[src/rtl/arr_pkg.sv]
// Shared definitions for the row-skew feeder: FSM encoding and the default lane-slice width.
package arr_pkg;

  typedef enum logic [2:0] {
    ST_IDLE  = 3'd0,
    ST_FETCH = 3'd1,
    ST_ISSUE = 3'd2,
    ST_DRAIN = 3'd3,
    ST_DONE  = 3'd4
  } state_t;

  localparam int LANE_W = 8;

endpackage

[src/rtl/row_skew_line.sv]
// Per-lane delay line: DEPTH-stage shift register carrying a data word and its valid bit.
module row_skew_line #(
  parameter int DEPTH = 0,
  parameter int W     = 8
) (
  input  logic         clk,
  input  logic         rstn,
  input  logic         in_vld,
  input  logic [W-1:0] in_dat,
  output logic         out_vld,
  output logic [W-1:0] out_dat
);

  if (DEPTH == 0) begin : g_pass
    logic unused_clk_rst;
    assign unused_clk_rst = clk ^ rstn;
    assign out_vld = in_vld;
    assign out_dat = in_dat;
  end else begin : g_shift
    logic [DEPTH-1:0] vld_q;
    logic [W-1:0]     dat_q [DEPTH];

    always_ff @(posedge clk) begin
      if (!rstn) begin
        vld_q <= '0;
        for (int i = 0; i < DEPTH; i++) dat_q[i] <= '0;
      end else begin
        vld_q[0] <= in_vld;
        dat_q[0] <= in_dat;
        for (int i = 1; i < DEPTH; i++) begin
          vld_q[i] <= vld_q[i-1];
          dat_q[i] <= dat_q[i-1];
        end
      end
    end

    assign out_vld = vld_q[DEPTH-1];
    assign out_dat = dat_q[DEPTH-1];
  end

endmodule

[src/rtl/row_skew_feeder.sv]
// Reads ROWS-word vectors from the input memory and issues each one into diagonally
// skewed lanes, so lane r sees the vector r cycles after lane 0.
module row_skew_feeder
  import arr_pkg::*;
#(
  parameter int ROWS     = 16,
  parameter int WORD_LEN = LANE_W,
  parameter int ADDR_W   = 16
) (
  input  logic                     clk,
  input  logic                     rstn,
  input  logic                     start,
  input  logic [ADDR_W-1:0]        base_addr,
  input  logic [7:0]               num_vecs,
  output logic                     mem_cen,
  output logic [ADDR_W-1:0]        mem_a,
  input  logic [WORD_LEN-1:0]      mem_q,
  output logic [ROWS*WORD_LEN-1:0] row_dat,
  output logic [ROWS-1:0]          row_vld,
  output logic                     busy,
  output logic                     done,
  output state_t                   dbg_state
);

  localparam int KW = (ROWS > 1) ? $clog2(ROWS) : 1;
  localparam int SW = (ROWS > 1) ? ROWS - 1 : 1;
  localparam logic [KW-1:0] LAST_K = KW'(ROWS - 1);

  state_t            state_q, state_d;
  logic [KW-1:0]     k_q, k_d;
  logic [7:0]        v_q, v_d;
  logic [7:0]        nv_q, nv_d;
  logic [ADDR_W-1:0] base_q, base_d;

  logic              mem_cen_q, mem_cen_d;
  logic [ADDR_W-1:0] mem_a_q, mem_a_d;
  logic              busy_q, busy_d;
  logic              done_q, done_d;

  logic [WORD_LEN-1:0]      stage_q [SW];
  logic [ROWS-1:0]          row_vld_q, lane_vld;
  logic [ROWS*WORD_LEN-1:0] row_dat_q, lane_dat;
  logic                     issue;

  // State register
  always_ff @(posedge clk) begin
    if (!rstn) begin
      state_q <= ST_IDLE;
      k_q     <= '0;
      v_q     <= '0;
      nv_q    <= '0;
      base_q  <= '0;
    end else begin
      state_q <= state_d;
      k_q     <= k_d;
      v_q     <= v_d;
      nv_q    <= nv_d;
      base_q  <= base_d;
    end
  end

  // Next state; k doubles as the word index in FETCH and the cycle count in DRAIN
  always_comb begin
    state_d = state_q;
    k_d     = k_q;
    v_d     = v_q;
    nv_d    = nv_q;
    base_d  = base_q;
    case (state_q)
      ST_IDLE: begin
        if (start) begin
          base_d  = base_addr;
          nv_d    = num_vecs;
          v_d     = '0;
          k_d     = '0;
          state_d = (num_vecs == 8'd0) ? ST_DONE : ST_FETCH;
        end
      end
      ST_FETCH: begin
        if (k_q == LAST_K) begin
          k_d     = '0;
          state_d = ST_ISSUE;
        end else begin
          k_d = k_q + 1'b1;
        end
      end
      ST_ISSUE: begin
        k_d = '0;
        if (v_q == nv_q - 8'd1) begin
          state_d = ST_DRAIN;
        end else begin
          v_d     = v_q + 8'd1;
          state_d = ST_FETCH;
        end
      end
      ST_DRAIN: begin
        if (k_q == LAST_K) begin
          k_d     = '0;
          state_d = ST_DONE;
        end else begin
          k_d = k_q + 1'b1;
        end
      end
      ST_DONE: state_d = ST_IDLE;
      default: state_d = ST_IDLE;
    endcase
  end

  // Outputs are decoded from the next state so the registered copies line up with the state
  always_comb begin
    mem_cen_d = 1'b1;
    mem_a_d   = '0;
    busy_d    = 1'b0;
    done_d    = 1'b0;
    if (state_d == ST_FETCH) begin
      mem_cen_d = 1'b0;
      mem_a_d   = base_d + (ADDR_W'(v_d) * ADDR_W'(ROWS)) + ADDR_W'(k_d);
    end
    busy_d = (state_d == ST_FETCH) || (state_d == ST_ISSUE) || (state_d == ST_DRAIN);
    done_d = (state_d == ST_DONE);
  end

  always_ff @(posedge clk) begin
    if (!rstn) begin
      mem_cen_q <= 1'b1;
      mem_a_q   <= '0;
      busy_q    <= 1'b0;
      done_q    <= 1'b0;
      row_vld_q <= '0;
      row_dat_q <= '0;
    end else begin
      mem_cen_q <= mem_cen_d;
      mem_a_q   <= mem_a_d;
      busy_q    <= busy_d;
      done_q    <= done_d;
      row_vld_q <= lane_vld;
      row_dat_q <= lane_dat;
    end
  end

  // Word k arrives while the read for k+1 is in flight; the last word goes straight to its lane
  always_ff @(posedge clk) begin
    if (!rstn) begin
      for (int s = 0; s < SW; s++) stage_q[s] <= '0;
    end else begin
      for (int s = 0; s < SW; s++) begin
        if (state_q == ST_FETCH && int'(k_q) == s + 1) stage_q[s] <= mem_q;
      end
    end
  end

  assign issue = (state_q == ST_ISSUE);

  for (genvar r = 0; r < ROWS; r++) begin : g_lane
    logic [WORD_LEN-1:0] in_dat;
    logic [WORD_LEN-1:0] out_dat;
    logic                out_vld;

    if (r == ROWS - 1) begin : g_last
      assign in_dat = issue ? mem_q : '0;
    end else begin : g_staged
      assign in_dat = issue ? stage_q[r] : '0;
    end

    row_skew_line #(
      .DEPTH(r),
      .W    (WORD_LEN)
    ) u_line (
      .clk    (clk),
      .rstn   (rstn),
      .in_vld (issue),
      .in_dat (in_dat),
      .out_vld(out_vld),
      .out_dat(out_dat)
    );

    assign lane_vld[r]                      = out_vld;
    assign lane_dat[r*WORD_LEN +: WORD_LEN] = out_vld ? out_dat : '0;
  end

  assign mem_cen   = mem_cen_q;
  assign mem_a     = mem_a_q;
  assign busy      = busy_q;
  assign done      = done_q;
  assign row_vld   = row_vld_q;
  assign row_dat   = row_dat_q;
  assign dbg_state = state_q;

endmodule
[config.mk]
export PLATFORM = sky130hd
export DESIGN_NAME = row_skew_feeder
export DESIGN_NICKNAME = d
export VERILOG_FILES = /design/src/rtl/arr_pkg.sv /design/src/rtl/row_skew_line.sv /design/src/rtl/row_skew_feeder.sv
export SDC_FILE = /design/constraint.sdc
export NUM_CORES = 1
export LEC_CHECK = 0
export BUFFER_PORTS_ARGS = -buffer_cell sky130_fd_sc_hd__buf_4
export CORE_MARGIN = 2
export CORE_UTILIZATION = 59
export CTS_CLUSTER_SIZE = 30
export DETAILED_ROUTE_END_ITERATION = 6
export PLACE_DENSITY = 0.76
export REMOVE_ABC_BUFFERS = 1
export SKIP_LAST_GASP = 1
export SLEW_MARGIN = 20
export SYNTH_ARGS = -nofsm -noshare
export SYNTH_HDL_FRONTEND = slang
export SYNTH_SLANG_ARGS = --single-unit
[constraint.sdc]
create_clock -name clk -period 10.9 [get_ports clk]
set_input_delay 0.545 -clock clk [delete_from_list [all_inputs] [get_ports clk]]
set_output_delay 0.545 -clock clk [all_outputs]
set_load 0.01 [all_outputs]
==> impl_metrics.csv, run 1 <==
group,metric,value,unit
drt,drt_wl_total,55600,um
worst_setup_path,critPathLaunchType,"flop",
logic_synthesis,ys_ff_latch,1282,
logic_synthesis,syn_avg_cell_area,12.2,um^2
clocking,numCtsBuffers,113,
floorplan,io_pins,201,
logic_synthesis,synth_cell_types,59,
global_routing,grt_pass1_vias,18755,
pwr,ir_drop,0.146,mV
logic_synthesis,synth_enable_flop_cells,120,
finish,final_nets,3223,
drt,ant_nets,0,
place,pre_cts_slack,6630,ps
finish,final_common_cell,"dfxtp_1",
timing,finalSetupViolCount,0,
worst_setup_path,worst-r2r-setup-slack,6330,ps
logic_synthesis,yosysWarnings,0,
clocking,cts_setup_buffers,0,
drt,via_count,19481,
place,dp_hpwl,31300,um
logic_synthesis,syn-cell-area,0.0370,mm^2
status,violations,"DRC",
clocking,cts_tree,"built",
global_routing,antenna_found_initial,0,
place,gp_congestion,0.864,
hold_path,hold_path.class,"primary input to flop",
timing,fin_tns_setup,0,ps
timing,hold_violations,0,
floorplan,rows,91,
logic_synthesis,ys_async_sr_fraction,0,
pwr,leakagePower,18.7,nW
drt,drt_iter0_markers,1198,
timing,finalCritPeriodShare,0.419,
floorplan,initial_utilization,0.599,
worst_setup_path,slowest_stage,"o32ai_1",
clocking,clock_path_buffers,3,
logic_synthesis,ys.flop_type,"dfxtp_1",
worst_setup_path,endpoint_kind,"flop",
logic_synthesis,syn_inst,3032,
timing,fin_ws,6330,ps
clocking,cts_root_buf,"clkbuf_16",
worst_setup_path,crit_top_cell,"a211oi_1",
clocking,cts_resized,0,
timing,fmax,219,MHz
place,io_buffers,200,
timing,hold_slack,144,ps
place,dp.cells,3891,
finish,fin_util,0.691,
clocking,htreeDepth,3,
clocking,path_clk_slew,60,ps
worst_setup_path,worstPathArrival,5140,ps
worst_setup_path,crit_chain,"nor4_1 > a211oi_1 > a311oi_1 > a211o_1 > a41oi_1 > a211oi_1 > ha_1 > a21oi_1 > nand2_1 > o32ai_1 > o311ai_0 > nor3_1",
drt,drt-pass1-iter-count,7,
floorplan,die_y,255,um
timing,finalMaxSlewViolations,0,
finish,final_cells,4106,
global_routing,track_usage,0.171,
worst_setup_path,cp.depth,12,
drt,via_per_inst,4.74,
timing,fin_worst_skew,29.5,ps
timing,rsz0062_at_grt,"no",
clocking,clk_latency,670,ps
worst_setup_path,crit_start,"nv_q[0]$_SDFFE_PN0P_",
logic_synthesis,yosysSeqAreaShare,0.725,
floorplan,coreArea,0.0618,mm^2
timing,tightest_slew,1180,ps
finish,diodes,0,
global_routing,grt_max_degree,376,
drt,wl_per_cell,13.5,um
timing,fin_crit,4570,ps
finish,drive_gt1_frac,0.125,
finish,syn_to_final_growth,15.4,%
pwr,powerDensity,208,mW/mm^2
hold_path,hold_path_depth,3,
worst_setup_path,critPathMaxFanout,11,
worst_setup_path,path_buf_inv,0,
worst_setup_path,r2r_end,"mem_a[14]$_SDFF_PN0_",
finish,final_cell_mix,"dfxtp_1 (1,162), and2_1 (861), and3_1 (245)",
clocking,hold_buffers,0,
drt,route.detailed.drc,1,
worst_setup_path,cpPeakStageDelay,760,ps
timing,relSlewSlack,0.212,
worst_setup_path,worstSetupPathType,"flop to flop",
worst_setup_path,rr_worst_depth,12,
worst_setup_path,cp_top_family,"compound AO/OA/AOI/OAI gates",
floorplan,fp.dieW,255,um
clocking,clkSinkCount,1282,
global_routing,grt_pass1_wl,90300,um
status,status,"finished, violations left",
floorplan,die-area,0.0648,mm^2
worst_setup_path,crit_path_end,"mem_a[14]$_SDFF_PN0_",
job,drv_cap,0,
worst_setup_path,required,11470,ps
global_routing,grt.overflow.total,0,
worst_setup_path,r2r-start,"nv_q[0]$_SDFFE_PN0P_",
layout make-up:
cell class | count | area [um^2]
Clock buffer | 166 | 3340
Clock inverter | 49 | 514
Fill cell | 4258 | 19100
Inverter | 21 | 78.8
Multi-Input combinational cell | 1544 | 9330
Sequential cell | 1282 | 26900
Tap cell | 837 | 1050
Timing Repair Buffer | 207 | 1580
Yosys cell counts (all sizes together) (3+ instances only):
library cell,instances,area (um^2)
a211oi,6,50.1
a21oi,37,185
a31oi,4,25.0
and2,862,5390
and3,245,1530
buf,21,156
clkbuf,164,616
dfxtp,1162,23300
edfxtp,120,3600
ha,18,225
inv,20,75.1
mux2,3,37.5
mux2i,6,60.1
nand2,98,368
nand2b,6,37.5
nand3,19,95.1
nand4,4,25.0
nor2,129,484
nor2b,5,31.3
nor3,8,40.0
nor3b,3,22.5
nor4,4,31.3
o211ai,3,22.5
o21a,6,45.0
o21ai,23,115
o32ai,4,35.0
or4,3,26.3
xnor2,10,87.6
xor2,6,52.6
worst register-to-register path: stages, from the launching register on:
cell,delay [ps]
dfxtp_1,370
nor4_1,470
a211oi_1,140
a311oi_1,430
a211o_1,470
a41oi_1,260
a211oi_1,360
ha_1,330
a21oi_1,250
nand2_1,80
o32ai_1,760
o311ai_0,340
nor3_1,210
flip-flops by register name, summed over array words and instances (netlist names), 3 cells and up:
| signal | flops |
|---|---|
| g_lane.u_line.g_shift.dat_q | 960 |
| row_vld | 16 |
| nv_q | 8 |
| stage_q | 120 |
| v_q | 8 |
| dbg_state | 3 |
| row_dat | 128 |
| k_q | 4 |
| base_q | 16 |
| mem_a | 16 |
metal layers:
layer	routed length, um	vias to the layer above	track usage
met3	3480	149	0.0390
met1	23800	8833	0.208
met4	1700	0	0.0744
met5	0	-	0
met2	26700	551	0.293
li1	-	9948	-
worst min path at each step:
stage | from | end
floorplan | g_lane[10].u_line.g_shift.dat_q[0][0]$_SDFF_PN0_ | g_lane[10].u_line.g_shift.dat_q[1][0]$_SDFF_PN0_
global placement | g_lane[12].u_line.g_shift.dat_q[10][0]$_SDFF_PN0_ | g_lane[12].u_line.g_shift.dat_q[11][0]$_SDFF_PN0_
detailed placement | g_lane[11].u_line.g_shift.dat_q[3][3]$_SDFF_PN0_ | g_lane[11].u_line.g_shift.dat_q[4][3]$_SDFF_PN0_
CTS | num_vecs[2] | nv_q[2]$_SDFFE_PN0P_
global route | num_vecs[2] | nv_q[2]$_SDFFE_PN0P_
finish | num_vecs[2] | nv_q[2]$_SDFFE_PN0P_
cells by family after synthesis:
group,Yosys count,share of synthesized area
flip-flops,1282,0.725
XOR/XNOR,16,0.00378
adder cells (fa/ha/maj),19,0.00662
AO/OA/AOI/OAI,104,0.0181
multiplexers,9,0.00264
AND/OR/NAND/NOR,1396,0.220
buffers and inverters,206,0.0230
stage by stage:
step | cell area (um^2) | total power (W)
6_report | 42800 | 0.00891
5_1_grt | 42800 | 0.00922
4_1_cts | 42700 | 0.00901
3_5_place_dp | 38900 | 0.00505
3_3_place_gp | 38900 | 0.00504
2_1_floorplan | 36300 | 0.00496
where the power goes:
| group | total [W] | switching [W] | internal, W | leakage [nW] |
|---|---|---|---|---|
| logic | 0.000152 | 0.000111 | 0.0000411 | 6.20 |
| registers | 0.00480 | 0.0000117 | 0.00478 | 10.6 |
| clock network | 0.00397 | 0.00164 | 0.00232 | 1.91 |
| total | 0.00891 | 0.00177 | 0.00715 | 18.7 |
No activity file was read; power rests on OpenSTA's default activity.
==> run 2, diff against run 1 <==
--- a/config.mk
+++ b/config.mk
@@ -7,10 +7,10 @@
 export LEC_CHECK = 0
 export BUFFER_PORTS_ARGS = -buffer_cell sky130_fd_sc_hd__buf_4
 export CORE_MARGIN = 2
-export CORE_UTILIZATION = 59
+export CORE_UTILIZATION = 53
 export CTS_CLUSTER_SIZE = 30
 export DETAILED_ROUTE_END_ITERATION = 6
-export PLACE_DENSITY = 0.76
+export PLACE_DENSITY = 0.72
 export REMOVE_ABC_BUFFERS = 1
 export SKIP_LAST_GASP = 1
 export SLEW_MARGIN = 20
==> constraint.sdc (replaced) <==
create_clock -name clk -period 3.7 [get_ports clk]
set_input_delay 0.185 -clock clk [delete_from_list [all_inputs] [get_ports clk]]
set_output_delay 0.185 -clock clk [all_outputs]
set_load 0.01 [all_outputs]
==> run 2 against run 1 <==
  * The run now ends clean
  * Critical path depth up 2
  * Combinational power rose to 3.2 times the previous value
  * Global-route usage down 1.9 points
  * Maximum frequency up 25%
  * Core utilization down 5.6 points
  * Clock power rose to 3.1 times the previous value
  * Clock skew down 13 ps
  * Clock-buffer cell count up 1
  * Final cell count up 3.7%
  * Setup slack worse by 6300 ps
  * Largest power group unchanged
  * Flip-flop and latch count unchanged
==> impl_metrics.csv, run 2 (synthesized netlist as in run 1, its figures left out) <==
group,metric,value,unit
timing,finalCritPeriodShare,0.987,
pwr,p_seq_frac,0.526,
floorplan,initial_utilization,0.538,
clocking,cts_tree,"built",
finish,fin_util,0.636,
place,dp_hpwl,32200,um
global_routing,antenna_found_initial,1,
hold_path,hold-path-endpoint,"g_lane[15].u_line.g_shift.dat_q[0][7]$_SDFF_PN0_",
finish,largest-register,"g_lane.u_line.g_shift.dat_q",
drt,via_count,19340,
floorplan,die-area,0.0720,mm^2
drt,drt-met1-wl,24600,um
place,io_buffers,200,
floorplan,coreArea,0.0688,mm^2
timing,finalSetupViolCount,0,
worst_setup_path,critPathMaxFanout,7,
worst_setup_path,rr_worst_depth,14,
worst_setup_path,critPathLaunchType,"flop",
clocking,htreeDepth,3,
clocking,cts_root_buf,"clkbuf_16",
finish,largest_reg_flops,960,
pwr,ir_drop,0.405,mV
pwr,combPwrFrac,0.018,
hold_path,hold_start,"mem_q[7]",
worst_setup_path,worstPathArrival,4150,ps
worst_setup_path,worst-r2r-setup-slack,50,ps
timing,relSlewSlack,0.352,
clocking,clk_latency,660,ps
pwr,power.switching,0.00526,W
timing,fin_tns_setup,0,ps
worst_setup_path,r2r_end,"mem_a[12]$_SDFF_PN0_",
clocking,clkSinkCount,1282,
pwr,pwr-share-clk,0.456,
floorplan,die_y,268,um
pwr,leakagePower,19.1,nW
worst_setup_path,r2r-start,"nv_q[1]$_SDFFE_PN0P_",
drt,routed.top_layer,"met4",
finish,drive_gt1_frac,0.141,
clocking,clock_path_buffers,3,
timing,hold_slack,283,ps
floorplan,rows,96,
pwr,powerDensity,615,mW/mm^2
finish,fill_cells,5263,
drt,wl_per_cell,13.0,um
global_routing,grt_max_degree,294,
timing,fin_crit,3650,ps
clocking,numCtsBuffers,118,
worst_setup_path,required,4200,ps
timing,hold_violations,0,
drt,routed-wl-met2,26400,um
timing,fin_worst_skew,16.5,ps
job,drv_cap,0,
finish,fin_area,0.0437,mm^2
timing,tightest_slew,972,ps
drt,met3_length,2940,um
hold_path,hold_path.class,"primary input to flop",
finish,final_nets,3279,
timing,rsz0062_at_grt,"yes",
finish,syn_to_final_growth,18.1,%
drt,drt-pass1-iter-count,5,
worst_setup_path,worstSetupPathType,"flop to flop",
drt,via_per_inst,4.54,
global_routing,grt_pass1_wl,89300,um
timing,fmax,274,MHz
place,dp.cells,4001,
global_routing,grt_pass1_vias,18286,
status,status,"finished clean",
finish,multiInputGateArea,0.00948,mm^2
hold_path,hold_path_depth,3,
drt,drt_iter0_markers,1033,
drt,route.detailed.drc,0,
finish,regArea,0.0269,mm^2
global_routing,track_usage,0.152,
floorplan,fp.dieW,268,um
place,gp_congestion,0.816,
timing,finalMaxSlewViolations,0,
pwr,p_sw_frac,0.196,
drt,ant_nets,0,
clocking,path_clk_slew,60,ps
place,placed_cell_area,0.0392,mm^2
finish,final_common_cell,"dfxtp_1",
pwr,internal-power,0.0216,W
worst_setup_path,endpoint_kind,"flop",
finish,final_cells,4257,
global_routing,grt.overflow.total,0,
drt,drt_wl_total,55400,um
floorplan,io_pins,201,
finish,final_cell_mix,"dfxtp_1 (1,159), and2_1 (861), and3_1 (245)",
run 2: final cells by class:
| type | instances | share of cell area |
|---|---|---|
| antenna | 1 | 0.0000572 |
| clock buffer | 167 | 0.0784 |
| clock inverter | 53 | 0.0148 |
| inverter | 21 | 0.00180 |
| multi-input combinational | 1544 | 0.217 |
| sequential | 1282 | 0.614 |
| tap | 931 | 0.0266 |
| timing repair buffer | 258 | 0.0472 |
run 2: layer usage:
layer / track usage / vias to the layer above
li1: - / 10059
met1: 0.191 / 8770
met2: 0.253 / 384
met3: 0.0386 / 127
met4: 0.0586 / 0
met5: 0 / -
run 2: worst max path at each step:
stage | cells after the start | start | end | slack, ps
after floorplan | 10 | dbg_state[1]$_SDFF_PN0_ | mem_a[13]$_SDFF_PN0_ | -1650
after global placement | 12 | nv_q[0]$_SDFFE_PN0P_ | mem_a[13]$_SDFF_PN0_ | -70
after detailed placement | 14 | nv_q[1]$_SDFFE_PN0P_ | mem_a[12]$_SDFF_PN0_ | -210
after CTS | 14 | nv_q[1]$_SDFFE_PN0P_ | mem_a[13]$_SDFF_PN0_ | 3
after global routing | 16 | nv_q[1]$_SDFFE_PN0P_ | mem_a[12]$_SDFF_PN0_ | -40
final | 14 | nv_q[1]$_SDFFE_PN0P_ | mem_a[12]$_SDFF_PN0_ | 50
run 2: power groups by stage:
stage / logic [W] / clock network, W / registers, W
CTS: 0.000488 / 0.0126 / 0.0141
finish: 0.000493 / 0.0123 / 0.0141
detailed placement: 0.000459 / 0 / 0.0144
global placement: 0.000438 / 0 / 0.0144
global route: 0.000551 / 0.0131 / 0.0141
floorplan: 0.000180 / 0 / 0.0144
run 2: metrics by stage:
step / total power (W) / worst slack, ps
floorplan: 0.0146 / -1650
global placement: 0.0149 / -72.8
detailed placement: 0.0149 / -209
CTS: 0.0272 / 3.06
global route: 0.0278 / -35.1
finish: 0.0269 / 48.8
run 2: worst max-delay path, stage by stage (launching register included):
cell and delay [ps]:
dfxtp_4 360, or4_4 580, nor4_4 160, a311oi_2 100
a211o_4 430, a21o_1 190, a31oi_1 190, ha_2 310
o21a_1 200, o21a_1 180, o21a_1 190, o32ai_2 100
buf_4 180, mux2i_1 250, nor4_1 80
run 2: repair_timing:
item                       4_1_cts  5_1_grt
setup buffers                    6        3
gates resized for setup          7       31
hold buffers                    26        0
hold endpoints to repair        50        0
setup endpoints to repair        5        6
pin swaps                        4       17
